**src/rtl/free_list.sv**
```systemverilog
// Physical-register free list for a rename stage: a circular buffer with a
// speculative allocation head, a commit head for flush recovery, and a tail.
module free_list #(
    parameter int  NUM_PHYS = 64,
    parameter int  NUM_ARCH = 32,
    localparam int DEPTH    = NUM_PHYS - NUM_ARCH,
    localparam int MW       = $clog2(NUM_PHYS),
    localparam int IW       = $clog2(DEPTH),
    localparam int PW       = IW + 1
) (
    input  logic          CLK,
    input  logic          RESET,
    input  logic          alloc_req,
    output logic [MW-1:0] alloc_map,
    output logic          alloc_valid,
    input  logic          free_flag,
    input  logic [MW-1:0] free_reg,
    input  logic          commit_flag,
    input  logic          flush,
    output logic [PW-1:0] count,
    output logic          overflow_err
);

    logic [MW-1:0] buffer [DEPTH];
    logic [PW-1:0] head_spec;
    logic [PW-1:0] head_commit;
    logic [PW-1:0] tail;

    logic          full;
    logic          do_alloc;
    logic          free_ok;
    logic          do_push;
    logic          do_commit;
    logic [PW-1:0] commit_next;

    // Pointers carry one extra wrap bit, so plain subtraction yields 0..DEPTH.
    assign count       = tail - head_spec;
    assign full        = (count == PW'(DEPTH));
    assign alloc_valid = (count != '0);
    assign alloc_map   = buffer[head_spec[IW-1:0]];

    assign do_alloc    = alloc_req & alloc_valid & ~flush;
    assign free_ok     = free_flag & (free_reg != '0);
    assign do_push     = free_ok & ~full;
    assign do_commit   = commit_flag & (head_commit != head_spec);
    assign commit_next = head_commit + PW'(do_commit);

    always_ff @(posedge CLK) begin
        if (RESET) begin
            for (int i = 0; i < DEPTH; i++) begin
                buffer[i] <= MW'(NUM_ARCH + i);
            end
            head_spec    <= '0;
            head_commit  <= '0;
            tail         <= PW'(DEPTH);
            overflow_err <= 1'b0;
        end else begin
            head_commit <= commit_next;
            // A flush rewinds to the commit point including this cycle's commit.
            if (flush) begin
                head_spec <= commit_next;
            end else if (do_alloc) begin
                head_spec <= head_spec + PW'(1);
            end
            if (do_push) begin
                buffer[tail[IW-1:0]] <= free_reg;
                tail                 <= tail + PW'(1);
            end
            if (free_ok & full) begin
                overflow_err <= 1'b1;
            end
        end
    end

endmodule

```
**config.mk**
```make
export PLATFORM = sky130hd
export DESIGN_NAME = free_list
export DESIGN_NICKNAME = d
export VERILOG_FILES = /design/src/rtl/free_list.sv
export SDC_FILE = /design/constraint.sdc
export NUM_CORES = 1
export LEC_CHECK = 0
export ABC_CLOCK_PERIOD_IN_PS = 3500
export BUFFER_PORTS_ARGS = -buffer_cell sky130_fd_sc_hd__buf_2
export CAP_MARGIN = 20
export CORE_ASPECT_RATIO = 1.25
export CORE_MARGIN = 3
export CORE_UTILIZATION = 47
export CTS_BUF_LIST = sky130_fd_sc_hd__clkbuf_16
export DETAILED_ROUTE_END_ITERATION = 8
export PLACE_DENSITY = 0.67
export RECOVER_POWER = 25
export SLEW_MARGIN = 20
export SYNTH_ARGS = -nofsm -noshare
export SYNTH_HDL_FRONTEND = slang
export SYNTH_SLANG_ARGS = --single-unit
```
**constraint.sdc**
```tcl
create_clock -name CLK -period 3.5 [get_ports CLK]
set_input_delay 0.35 -clock CLK [delete_from_list [all_inputs] [get_ports CLK]]
set_output_delay 0.35 -clock CLK [all_outputs]
set_load 0.02 [all_outputs]
```
==> summary.txt <==
Global routing
  • Largest net degree at the start of global routing: 49
  • Number of antenna violations at the first check in global routing: 1
  • GRT Residual Overflow: 0
  • Vias in the first global route: 6821
  • Total routing resource utilization after global routing: 21.9%
  • First-pass GRT wire length: 40400 um

Hold path
  • Instance count along the most critical hold path: 2
  • Type of the worst min-delay path: input pin to flop
  • Min-Delay Startpoint: flush
  • Destination of the worst hold path: head_spec[5]

Floorplan
  • Top Ports: 26
  • Chip Width: 139 um
  • Number of placement rows: 60
  • Placeable core region: 21600 um2
  • Chip Height: 172 um
  • Effective utilization at floorplan: 48.1%
  • DIE AREA: 24000 um2

Clocking
  • Clock tree from TritonCTS: built
  • Clock insertion delay at the later pin of the skew report: 0.50 ns
  • H-tree level count: 1
  • Number of buffers inserted for hold repair after clock tree synthesis: 0
  • Clock sink count: 216
  • Total CTS buffers: 22
  • Clock-pin slew on the worst setup and hold paths: 0.06 ns
  • Root buffer cell: clkbuf_16
  • Worst-case clock buffer depth: 3

Timing
  • Achievable frequency: 294 MHz
  • Transition at the pin with the smallest max-transition slack: 0.998 ns
  • Time the final worst path needs with I/O delays and setup: 3.40 ns
  • Final hold vios: 0
  • Headroom to the max-slew limit: 33.2%
  • Final Max Tran Viols: 0
  • RSZ-0062 raised after global routing: yes
  • Final setup violation count: 0
  • Largest clock skew in the final design: 0.0146 ns
  • Final worst-path cycle share: 97.2%

Synthesis
  • Most used DFF post-synth: edfxtp_1
  • Synth area leader: edfxtp_1
  • Synth top cells by count: 192 x edfxtp_1, 61 x clkbuf_1, 60 x mux4_2, 60 x nand3_1, 51 x or3_1
  • Average footprint of a synthesized cell: 13.9 um2
  • Number of enable-type register cells in the synthesized netlist: 192
  • Mapped Area: 10400 um2
  • Most frequently used cell type in the post-synthesis netlist: edfxtp_1
  • Count of mapped cells out of synthesis: 747
  • FF+latch count, synth: 216
  • Main area contributors after synthesis: edfxtp_1 55%, mux4_2 13%, dfxtp_1 4.6%
  • Proportion of netlist area held by the largest area contributor: 55.4%
  • Syn. warnings: 0
  • Syn Nets: 772
  • Number of distinct library cells after synthesis: 52
  • Post-synthesis sequential area ratio: 60.1%
  • Share of flip-flops with an asynchronous set or reset: 0%

Drt
  • Routed vias: 6626
  • DRC violation count after routing: 0
  • Number of vias per cell: 6.30
  • First-pass detailed-route iteration total: 5
  • Routed wire per std cell: 24.6 um
  • Number of design-rule violations left by the first detailed-router iteration: 634
  • Routed Wire Length: 25900 um
  • Number of antenna-violating nets in the routed design: 0

Setup path
  • Sort of element at the start of the critical path: flop
  • Arrival time reported for the critical path endpoint: 3.05 ns
  • Maximum net fanout on the critical path: 6
  • Beginning of the worst register-to-register path: tail[0]
  • Worst Path Required: 3.15 ns
  • Endpoint of the lowest-slack register-to-register path: buffer[13][4]
  • Critical path class: flop to output port
  • FF-to-FF path depth: 11
  • Kind of capture point of the worst setup path: output port
  • Worst-case register-to-register setup slack: 0.19 ns

Pwr
  • Total leakage power: 3.65 nW
  • Maximum vdd ir drop: 0.000323 V
  • Power density cells: 518 nW/um2

Layout
  • Fin cells: 1052
  • Final antenna diode count: 0
  • Share of the core filled with cells: 53.8%
  • Fraction of layout instances using a drive strength above 1: 23.2%
  • Count of nets after finishing: 782
  • Filler cell count in the final layout: 1781
  • Area Growth Syn to Fin: 11.7%

Job
  • Max_cap viols: 0

Placed design
  • Number of port buffers: 25
  • Detailed placement HPWL: 17300 um
  • Cell count after placement: 1010
  • Final Wtd Congestion: 0.869

Outcome
  • Outcome: finished clean
-- worst max-delay path by stage --
stage                 start            end  slack [ns]
global route        tail[0]    alloc_valid       -0.05
finish              tail[0]    alloc_valid         0.1
global placement    tail[0]  buffer[24][0]        0.21
floorplan           tail[0]   buffer[0][0]        0.12
CTS                 tail[0]    alloc_valid      0.0002
detailed placement  tail[0]  buffer[24][0]       -0.02
-- through the flow --
step	worst slack [ns]	area, um2	total power, W	TNS, ns	hold slack (ns)
floorplan	0.117	10400	0.00358	0	0.433
global placement	0.207	10900	0.00384	0	0.458
detailed placement	-0.0208	10900	0.00386	-0.123	0.463
CTS	0.000240	11600	0.00606	0	0.166
global route	-0.0453	11600	0.00623	-0.0453	0.202
finish	0.0990	11600	0.00603	0	0.187
-- cell usage in the layout, fill, tap and decap left out, types with 7 or more instances in the layout --
cell type,synthesis,layout
xor2_1,7,7
o21ai_1,1,17
inv_1,19,23
ha_1,12,12
nand2_1,13,13
mux4_2,60,60
edfxtp_1,192,192
buf_4,0,33
or3_1,51,51
and3_1,47,46
a21o_1,14,14
dfxtp_1,24,22
buf_2,8,21
nand3_1,60,60
xnor2_1,7,7
clkbuf_16,0,23
nand3b_1,17,17
nor2_1,11,11
nor3_1,40,40
a21oi_1,7,7
o21ai_0,25,9
-- critical path, stage by stage, from the launching register on --
cell	delay, ns
dfxtp_1	0.36
inv_1	0.14
ha_1	0.19
inv_1	0.07
fa_1	0.41
a21o_1	0.18
a21oi_1	0.19
xor2_1	0.32
inv_2	0.13
nor4_4	0.35
inv_1	0.06
buf_2	0.16
-- metal layers --
metal	wire (um)	GRT usage (%)	share of wire (%)	vias to the layer above
met5	0	0	0	-
met4	552	5.87	2.1	0
met3	1830	3.02	7.1	39
met2	13400	38.8	52	303
met1	10100	28.6	39	3352
li1	-	-	-	2932
-- logic make-up (layout without fill, tap and decap cells) --
family | count (synthesis) | count (layout) | share of synthesized area [%]
AOI/OAI and AO/OA | 67 | 67 | 4.32
muxes | 69 | 69 | 13.9
and+or+nand+nor | 268 | 268 | 14.8
DFF | 216 | 216 | 60.1
adders and majority gates | 13 | 13 | 1.64
xor gates and xnor gates | 15 | 15 | 1.34
buffers and inverters | 99 | 125 | 3.89
-- sequential cells by signal (all words and copies together), names as in the netlist, named ones only --
name	count
tail	6
head_commit	6
buffer	192
head_spec	6
overflow_err	1
-- cell type report --
| cell class | instances | area (um2) | share of cell area [%] |
|---|---|---|---|
| flip-flops and latches | 216 | 6250 | 53.8 |
| multi-input cells | 432 | 3780 | 32.5 |
| clock buffers | 23 | 576 | 4.95 |
| repair buffers | 66 | 495 | 4.26 |
| well taps | 279 | 349 | 3.00 |
| clock inverters | 17 | 101 | 0.872 |
| inverters | 19 | 71.3 | 0.614 |
-- repair_timing --
item,CTS,global route
endpoints found under the setup margin,7,121
pin swaps,1,1
setup buffers,0,2
resized for setup,2,19
-- power breakdown --
| part | leakage, nW | switching [W] | total (W) | internal [W] |
|---|---|---|---|---|
| combinational | 1.51 | 0.000537 | 0.000910 | 0.000374 |
| clock | 0.354 | 0.000952 | 0.00221 | 0.00126 |
| sequential | 1.78 | 0.0000440 | 0.00290 | 0.00286 |
No activity file was read; power rests on OpenSTA's default activity.
